--- config.mk ---
export PLATFORM = sky130hd
export DESIGN_NAME = hazard_stall_ctrl_flat
export DESIGN_NICKNAME = d
export VERILOG_FILES = /design/src/rtl/hazard_stall_ctrl_if.sv /design/src/rtl/hazard_stall_ctrl.sv /design/src/flat_wrapper.sv
export SDC_FILE = /design/constraint.sdc
export NUM_CORES = 1
export LEC_CHECK = 0
export CAP_MARGIN = 20
export CELL_PAD_IN_SITES_DETAIL_PLACEMENT = 0
export CELL_PAD_IN_SITES_GLOBAL_PLACEMENT = 2
export CORE_MARGIN = 2
export CORE_UTILIZATION = 15
export CTS_CLUSTER_DIAMETER = 200
export DETAILED_ROUTE_END_ITERATION = 10
export PLACE_DENSITY_LB_ADDON = 0.05
export SLEW_MARGIN = 15
export SYNTH_ARGS = -nofsm -noshare
export SYNTH_HDL_FRONTEND = slang
export SYNTH_SLANG_ARGS = --single-unit
--- constraint.sdc ---
create_clock -name clk -period 1.7 [get_ports clk]
set_input_delay 0.255 -clock clk [delete_from_list [all_inputs] [get_ports clk]]
set_output_delay 0.255 -clock clk [all_outputs]
set_load 0.03 [all_outputs]
--- src/rtl/hazard_stall_ctrl_if.sv ---
// Hazard/stall control bundle between the pipeline datapath and hazard_stall_ctrl.
// master: datapath side (drives hazard sources, receives enables/flushes).
// slave:  controller side.
interface hazard_stall_ctrl_if #(
   parameter int unsigned REG_W = 5,
   parameter int unsigned CNT_W = 16
);
   logic [REG_W-1:0] id_rn;
   logic [REG_W-1:0] id_rm;
   logic             id_uses_rn;
   logic             id_uses_rm;
   logic [REG_W-1:0] ex_rd;
   logic             ex_mem_read;
   logic             branch_taken;
   logic             pc_en;
   logic             ifid_en;
   logic             ifid_flush;
   logic             idex_flush;
   logic             busy;
   logic [CNT_W-1:0] stall_count;
   logic [CNT_W-1:0] flush_count;

   modport master (
      output id_rn, id_rm, id_uses_rn, id_uses_rm, ex_rd, ex_mem_read, branch_taken,
      input  pc_en, ifid_en, ifid_flush, idex_flush, busy, stall_count, flush_count
   );

   modport slave (
      input  id_rn, id_rm, id_uses_rn, id_uses_rm, ex_rd, ex_mem_read, branch_taken,
      output pc_en, ifid_en, ifid_flush, idex_flush, busy, stall_count, flush_count
   );
endinterface

--- src/rtl/hazard_stall_ctrl.sv ---
// LEGv8 pipeline hazard/stall controller: load-use stall detection and branch-flush
// sequencing for the PC, IF/ID and ID/EX registers.
// Optional macro HAZARD_PERF_CNT_EN adds saturating stall/flush cycle counters;
// without it the counter outputs are tied to zero.
module hazard_stall_ctrl #(
   parameter int unsigned REG_W       = 5,
   parameter int unsigned ZERO_REG    = 31,
   parameter int unsigned FLUSH_EXTRA = 1,
   parameter int unsigned CNT_W       = 16
) (
   input logic               clk,
   input logic               reset,
   hazard_stall_ctrl_if.slave bus
);

   typedef enum logic {StRun, StBrFlush} state_t;

   state_t     r_state;
   state_t     w_state_d;
   logic [3:0] r_rem;
   logic [3:0] w_rem_d;

   logic w_lu;
   logic w_pc_en;
   logic w_ifid_en;
   logic w_ifid_flush;
   logic w_idex_flush;
   logic w_busy;
   logic w_stall_evt;
   logic w_flush_evt;

   // Load-use hazard: a load in EX writes a register the ID instruction actually reads.
   always_comb begin
      w_lu = bus.ex_mem_read && (bus.ex_rd != REG_W'(ZERO_REG)) &&
             ((bus.id_uses_rn && (bus.id_rn == bus.ex_rd)) ||
              (bus.id_uses_rm && (bus.id_rm == bus.ex_rd)));
   end

   // Next-state and control outputs; reset forces a frozen, fully flushed pipeline.
   always_comb begin
      w_state_d    = r_state;
      w_rem_d      = r_rem;
      w_pc_en      = 1'b1;
      w_ifid_en    = 1'b1;
      w_ifid_flush = 1'b0;
      w_idex_flush = 1'b0;
      w_busy       = 1'b0;
      w_stall_evt  = 1'b0;
      unique case (r_state)
         StRun: begin
            if (bus.branch_taken) begin
               w_ifid_flush = 1'b1;
               w_idex_flush = 1'b1;
               if (FLUSH_EXTRA > 0) begin
                  w_state_d = StBrFlush;
                  w_rem_d   = 4'(FLUSH_EXTRA);
               end
            end else if (w_lu) begin
               // Hold PC and IF/ID, inject one bubble into ID/EX.
               w_pc_en      = 1'b0;
               w_ifid_en    = 1'b0;
               w_idex_flush = 1'b1;
               w_stall_evt  = 1'b1;
            end
         end
         StBrFlush: begin
            // Wrong-path instructions: hazards are irrelevant here.
            w_ifid_flush = 1'b1;
            w_idex_flush = 1'b1;
            w_busy       = 1'b1;
            if (bus.branch_taken) begin
               w_rem_d = 4'(FLUSH_EXTRA);
            end else if (r_rem <= 4'd1) begin
               w_state_d = StRun;
               w_rem_d   = 4'd0;
            end else begin
               w_rem_d = r_rem - 4'd1;
            end
         end
         default: begin
            w_state_d = StRun;
            w_rem_d   = 4'd0;
         end
      endcase
      if (reset) begin
         w_pc_en      = 1'b0;
         w_ifid_en    = 1'b0;
         w_ifid_flush = 1'b1;
         w_idex_flush = 1'b1;
         w_busy       = 1'b0;
         w_stall_evt  = 1'b0;
      end
      w_flush_evt = w_ifid_flush && !reset;
   end

   // State and flush-window counter registers.
   always_ff @(posedge clk or posedge reset) begin
      if (reset) begin
         r_state <= StRun;
         r_rem   <= 4'd0;
      end else begin
         r_state <= w_state_d;
         r_rem   <= w_rem_d;
      end
   end

   assign bus.pc_en      = w_pc_en;
   assign bus.ifid_en    = w_ifid_en;
   assign bus.ifid_flush = w_ifid_flush;
   assign bus.idex_flush = w_idex_flush;
   assign bus.busy       = w_busy;

`ifdef HAZARD_PERF_CNT_EN
   logic [CNT_W-1:0] r_stall_cnt;
   logic [CNT_W-1:0] r_flush_cnt;

   // Saturating performance counters; they stick at all-ones rather than wrapping.
   always_ff @(posedge clk or posedge reset) begin
      if (reset) begin
         r_stall_cnt <= '0;
         r_flush_cnt <= '0;
      end else begin
         if (w_stall_evt && (r_stall_cnt != '1)) r_stall_cnt <= r_stall_cnt + CNT_W'(1);
         if (w_flush_evt && (r_flush_cnt != '1)) r_flush_cnt <= r_flush_cnt + CNT_W'(1);
      end
   end

   assign bus.stall_count = r_stall_cnt;
   assign bus.flush_count = r_flush_cnt;
`else
   logic w_unused;
   assign w_unused        = w_stall_evt ^ w_flush_evt;
   assign bus.stall_count = '0;
   assign bus.flush_count = '0;
`endif

endmodule

--- src/flat_wrapper.sv ---
// flat-port wrapper written by rule: the top's interface ports become plain ports
module hazard_stall_ctrl_flat 
#(
   parameter int unsigned REG_W       = 5,
   parameter int unsigned ZERO_REG    = 31,
   parameter int unsigned FLUSH_EXTRA = 1,
   parameter int unsigned CNT_W       = 16
)
  (clk, reset, bus_id_rn, bus_id_rm, bus_id_uses_rn, bus_id_uses_rm, bus_ex_rd, bus_ex_mem_read, bus_branch_taken, bus_pc_en, bus_ifid_en, bus_ifid_flush, bus_idex_flush, bus_busy, bus_stall_count, bus_flush_count);
  hazard_stall_ctrl_if #(.REG_W(REG_W), .CNT_W(CNT_W)) bus_i ();
  input logic clk;
  input logic reset;
  input wire logic [$bits(bus_i.id_rn)-1:0] bus_id_rn;
  input wire logic [$bits(bus_i.id_rm)-1:0] bus_id_rm;
  input wire logic [$bits(bus_i.id_uses_rn)-1:0] bus_id_uses_rn;
  input wire logic [$bits(bus_i.id_uses_rm)-1:0] bus_id_uses_rm;
  input wire logic [$bits(bus_i.ex_rd)-1:0] bus_ex_rd;
  input wire logic [$bits(bus_i.ex_mem_read)-1:0] bus_ex_mem_read;
  input wire logic [$bits(bus_i.branch_taken)-1:0] bus_branch_taken;
  output wire logic [$bits(bus_i.pc_en)-1:0] bus_pc_en;
  output wire logic [$bits(bus_i.ifid_en)-1:0] bus_ifid_en;
  output wire logic [$bits(bus_i.ifid_flush)-1:0] bus_ifid_flush;
  output wire logic [$bits(bus_i.idex_flush)-1:0] bus_idex_flush;
  output wire logic [$bits(bus_i.busy)-1:0] bus_busy;
  output wire logic [$bits(bus_i.stall_count)-1:0] bus_stall_count;
  output wire logic [$bits(bus_i.flush_count)-1:0] bus_flush_count;
  assign bus_i.id_rn = bus_id_rn;
  assign bus_i.id_rm = bus_id_rm;
  assign bus_i.id_uses_rn = bus_id_uses_rn;
  assign bus_i.id_uses_rm = bus_id_uses_rm;
  assign bus_i.ex_rd = bus_ex_rd;
  assign bus_i.ex_mem_read = bus_ex_mem_read;
  assign bus_i.branch_taken = bus_branch_taken;
  assign bus_pc_en = bus_i.pc_en;
  assign bus_ifid_en = bus_i.ifid_en;
  assign bus_ifid_flush = bus_i.ifid_flush;
  assign bus_idex_flush = bus_i.idex_flush;
  assign bus_busy = bus_i.busy;
  assign bus_stall_count = bus_i.stall_count;
  assign bus_flush_count = bus_i.flush_count;
  hazard_stall_ctrl #(.REG_W(REG_W), .ZERO_REG(ZERO_REG), .FLUSH_EXTRA(FLUSH_EXTRA), .CNT_W(CNT_W)) u_core (.clk(clk), .reset(reset), .bus(bus_i));
endmodule
==> impl_metrics.csv <==
group,metric,value,unit
run_status,outcome,"complete, but fails checks",
run_status,violations,"negative setup slack",
pwr,irDropWorstVdd,269,uV
cts,tritoncts_num_sinks,5,
synth,synth_largest_type_area_fraction,37.0,%
grt,number_of_global_route_vias_before_repair,500,
synth,synth.lib_cells_used.distinct,26,
pwr,p_leak,0.000473,uW
setup_path,worst-endpoint-required,1.44,ns
sta,worst_hold_margin,0.370,ns
synth,netlist_instances,81,
synth,synth_top_cells_by_count,"33 x buf_4, 8 x xor2_1, 5 x dfrtp_1, 5 x nor2_1, 4 x inv_1",
layout,layout-drive-gt1-share,29.1,%
die,fp.dieW,70.8,um
drt,route.vias.total,564,
cts,cts_max_path_buffers,2,
drt,drt-total-wl,1620,um
drt,route.antenna.remaining_nets,0,
sta,drv_slew,0,
setup_path,critical_path.startpoint_type,"primary input",
synth,yosys-top-cells-area,"buf_4 37%, dfrtp_1 19%, xor2_1 10%",
sta,fin_ws,-0.111,ns
synth,most_common_cell_in_the_synthesized_netlist,"buf_4",
synth,synth_enable_flop_cells,0,
cts,cts_hold_buffers,0,
sta,setup_viol,2,
layout,antennaDiodeCount,0,
place,hpwlAfterDp,1340,um
die,chipHeight,70.8,um
grt,first_pass_grt_wire_length,2370,um
synth,synth_ff_type,"dfrtp_1",
setup_path,worstSetupEndpointType,"primary output",
cts,cts-buffers-inserted,3,
grt,track_usage,6.13,%
grt,globalRouteOverflowTotal,0,
setup_path,worstPathMaxFanout,3,
synth,avgSynthCellArea,8.26,um2
synth,yosys_register_bits,5,
layout,fin_nets,141,
synth,yosysWarnings,0,
setup_path,timing.rr.start,"u_core.r_rem[0]$_DFFE_PP0P_",
layout,nFillCells,506,
setup_path,critPathArrivalTime,1.56,ns
setup_path,r2r.worst_path.cells,7,
drt,drt_first_iter_violations,4,
place,placed_cell_area,916,um2
synth,syn-cell-area,669,um2
synth,asyncSetResetFlopFracSynth,100,%
die,floorplan.die_area,5010,um2
die,io-pin-count,58,
setup_path,kind_of_critical_path,"in -> out",
sta,final.min_clock_period,1.81,ns
sta,grt_setup_unrepaired,"true",
cts,htree_num_levels,1,
setup_path,timing.rr.end,"u_core.r_rem[0]$_DFFE_PP0P_",
cts,insertion_delay,0.22,ns
die,design.core.area,4320,um2
cts,tritoncts,"done",
layout,area_delta_synth_final,43.0,%
sta,final-hold-violation-count,0,
synth,seq_area_frac_synth,18.7,%
pwr,design_power_total,645,uW
sta,clock_skew,0.000217,ns
hold_path,hold_class,"in -> async",
drt,drc,0,
die,row_count,24,
drt,detailedRoute.firstPassIterationCount,2,
synth,synth.largest_area_cell,"buf_4",
grt,largest_net_degree_at_the_start_of_global_routing,6,
cts,clk_pin_slew,0.03,ns
layout,final_cell_area,957,um2
drt,post_drt_wl_per_cell,9.59,um
pwr,power_per_cell_area,674,nW/um2
grt,grt_antenna_before_repair,0,
job,timing.max_cap.violations,0,
cts,cts.root.buffer_cell,"clkbuf_8",
setup_path,regToRegSetupSlack,0.17,ns
cts,post_cts.repair.setup_buffers,0,
sta,maxClockFrequency,0.552,GHz
place,port-buffer-count,25,
die,floorplan.initialDensity,15.5,%
drt,routed_via_density,3.34,
place,final_weighted_congestion_in_routability_driven_placement,0.695,
sta,period_share,107,%
## area by class of cell
type                            count  area (um2)  area share, %
Multi-Input combinational cell     70         434           45.4
Timing Repair Buffer               34         273           28.5
Sequential cell                     5         125           13.1
Tap cell                           52        65.1           6.80
Clock buffer                        4        45.0           4.71
Inverter                            4        15.0           1.57
## kinds of logic (layout without fill, tap and decap cells)
family                   count (synthesis)  after routing  share of synthesized area, %
flip-flops                               5              5                          18.7
multiplexers                             1              1                          1.50
adder cells (fa/ha/maj)                  2              2                          3.74
other                                    1             32                         0.560
XOR/XNOR                                10             10                          13.1
AND/OR/NAND/NOR                         17             17                          13.8
AO/OA/AOI/OAI                            8              8                          9.35
buffers and inverters                   37             42                          39.3
## flip-flops by register name, summed over array words and instances (netlist names)
signal	count
u_core.r_rem	4
u_core.r_state	1
## cell usage in the layout (no fill, tap or decap)
cell type         n
o21bai_1          1
nand2_1           3
dlygate4sd2_1     4
o41a_1            1
a211o_1           1
nor4_2            2
conb_1           32
clkbuf_8          3
buf_2             8
nand3_1           1
a2bb2oi_1         1
nor3_1            1
inv_1             4
or3_1             1
clkdlybuf4s50_1   5
clkbuf_2          1
nor2_1            5
nand2b_1          1
ha_1              2
a32oi_2           1
mux2i_1           1
buf_4            11
xor2_1            5
a21oi_1           1
o31ai_1           1
xor2_2            3
buf_6             4
and2_1            1
o21ai_0           1
dfrtp_1           5
xnor2_1           2
nor4_1            1
clkbuf_1          1
buf_8             1
nand4b_1          1
## worst max-delay path by stage
stage                       from          end  slack (ns)  cells past startpoint
floorplan           bus_ex_rd[3]    bus_pc_en       -0.04                      5
global placement    bus_ex_rd[2]    bus_pc_en       -0.93                      6
detailed placement  bus_ex_rd[3]  bus_ifid_en       -0.94                      6
CTS                 bus_id_rn[1]  bus_ifid_en       -0.22                      6
global route        bus_ex_rd[3]    bus_pc_en       -0.20                      6
finish              bus_ex_rd[3]  bus_ifid_en       -0.11                      6
## power by group
| group | switching (uW) | internal (uW) |
|---|---|---|
| Combinational | 182 | 101 |
| Clock | 59.9 | 161 |
| Sequential | 10.5 | 130 |
| Total | 253 | 392 |
## timing repair
action | 4_1_cts | 5_1_grt
endpoints found under the setup margin | 4 | 2
pin swaps | 12 | 4
resized for setup | 70 | 5
## worst max-delay path, cell delays in order
cell and delay [ns]:
buf_8 0.11, xor2_2 0.17, nor4_2 0.32, a32oi_2 0.17, o41a_1 0.38, buf_6 0.16
## metal layers
metal  up-vias  GRT usage [%]  routed length (um)
met1       255           7.11                 613
met3         2           2.42                 182
met4         0           3.14                  16
li1        271              -                   -
met2        36           9.76                 807
met5         -              0                   0
## through the flow
stage               TNS (ns)  utilization, %  std cells  setup WS [ns]
finish                -0.223            22.1        169         -0.111
global route          -0.398            22.1        169         -0.199
CTS                   -0.443            21.8        169         -0.221
detailed placement     -2.50            21.2        165         -0.937
global placement       -2.50            21.2        165         -0.929
floorplan            -0.0360               -        112        -0.0360
Note: power is estimated with default switching activity, not from simulation.
==> RTL change, RTL diff (config.mk and constraints unchanged) <==
Build with the macro `HAZARD_PERF_CNT_EN` defined.
--- a/src/rtl/hazard_stall_ctrl.sv
+++ b/src/rtl/hazard_stall_ctrl.sv
@@ -2,6 +2,8 @@
 // sequencing for the PC, IF/ID and ID/EX registers.
 // Optional macro HAZARD_PERF_CNT_EN adds saturating stall/flush cycle counters;
 // without it the counter outputs are tied to zero.
+`define HAZARD_PERF_CNT_EN
+
 module hazard_stall_ctrl #(
    parameter int unsigned REG_W       = 5,
    parameter int unsigned ZERO_REG    = 31,
Behaviour: not the same (Yosys sat finds a counterexample within 4 cycles, from zero or initial values and one cycle with reset high).
==> RTL change against the original RTL <==
Area after synthesis grew to 3.1 times the old value. Die area rose to 2.9 times the old value. Critical path type is now reg -> reg. Wire length increased to 4.0 times the old value. Via count rose to 3.4 times the old value. Cell area grew to 3.7 times the old value. Worst setup slack improved by 140 ps. Sequential cell count is 32 higher. Power increased to 4.5 times the old value.
==> RTL change: results <==
export IMPL_outcome="finished, final reports clean"
export IMPL_drt_iter0_drc=54
export IMPL_critPathCapture="u_core.bus.stall_count[1]"
export IMPL_cts_root_buf="clkbuf_16"
export IMPL_place_ws_ps=-352
export IMPL_use_met2_pct=15.4
export IMPL_critPathMaxFanout=4
export IMPL_hpwl_um=5150
export IMPL_first_pass_iters=4
export IMPL_max_vdd_ir_drop_uv=379
export IMPL_gp_congestion=0.665
export IMPL_grt_pass1_wl_um=10100
export IMPL_met3_usage_pct=2.21
export IMPL_drive_above_1_share_pct=35.5
export IMPL_clockPowerShare_pct=31.7
export IMPL_power_frac_seq_pct=37.5
export IMPL_wl_met1_um=2990
export IMPL_wl_met3_um=258
export IMPL_rr_worst_depth=6
export IMPL_cpLargestDelayFamily="flip-flops"
export IMPL_synth_distinct_cells=43
export IMPL_track_usage_pct=9.15
export IMPL_port_buffers=57
export IMPL_power_internal_uw=1950
export IMPL_synth_area_leaders="dfrtp_1, xnor2_1, nand4_1, nand2_1, nand3_1"
export IMPL_cp_arrival_ps=1830
==> RTL change: changes by cell type after synthesis, sizes merged, moves of 12 or more <==
cell / before / now
dfrtp: 5 / 37
xnor2: 2 / 32
buf: 33 / 4
nand2: 3 / 21
nand3: 1 / 15
nand4: 0 / 13
nor2: 5 / 17
==> RTL change: logic make-up (layout without fill, tap and decap cells) <==
group | count (synthesis) | count (layout) | synth area share, %
DFF | 37 | 37 | 45.0
AOI/OAI and AO/OA | 15 | 15 | 5.96
adders and majority gates | 4 | 4 | 2.43
and+or+nand+nor | 96 | 96 | 25.7
xor gates and xnor gates | 38 | 38 | 16.2
muxes | 3 | 3 | 1.58
buffers and inverters | 13 | 134 | 3.04
==> RTL change: layout make-up <==
class / count / area, um^2 / area share, %
multi-input cells: 156 / 1140 / 32.4
repair buffers: 117 / 1040 / 29.5
flip-flops and latches: 37 / 953 / 27.0
well taps: 176 / 220 / 6.23
clock buffers: 6 / 129 / 3.65
inverters: 9 / 33.8 / 0.956
clock inverters: 2 / 10.0 / 0.283
==> RTL change: per-stage QoR <==
stage               hold WS, ps  instance area (um^2)  std cells
finish                      421                  3530        503
floorplan                   433                  2130        206
CTS                         426                  3470        500
global placement            528                  3270        486
global route                466                  3530        503
detailed placement          531                  3270        486
==> RTL change: what timing repair did <==
item                                    CTS  global route
endpoints found under the setup margin   21            35
pin swaps                                16            15
setup buffers                             6             3
gates resized for setup                  48            20
==> RTL change: worst register-to-register path, delay by kind of cell (launching register included) <==
| kind | cells | cell delay (ps) |
|---|---|---|
| AO/OA/AOI/OAI | 1 | 360 |
| adder cells (fa/ha/maj) | 1 | 150 |
| AND/OR/NAND/NOR | 3 | 380 |
| multiplexers | 1 | 290 |
| flip-flops | 1 | 380 |
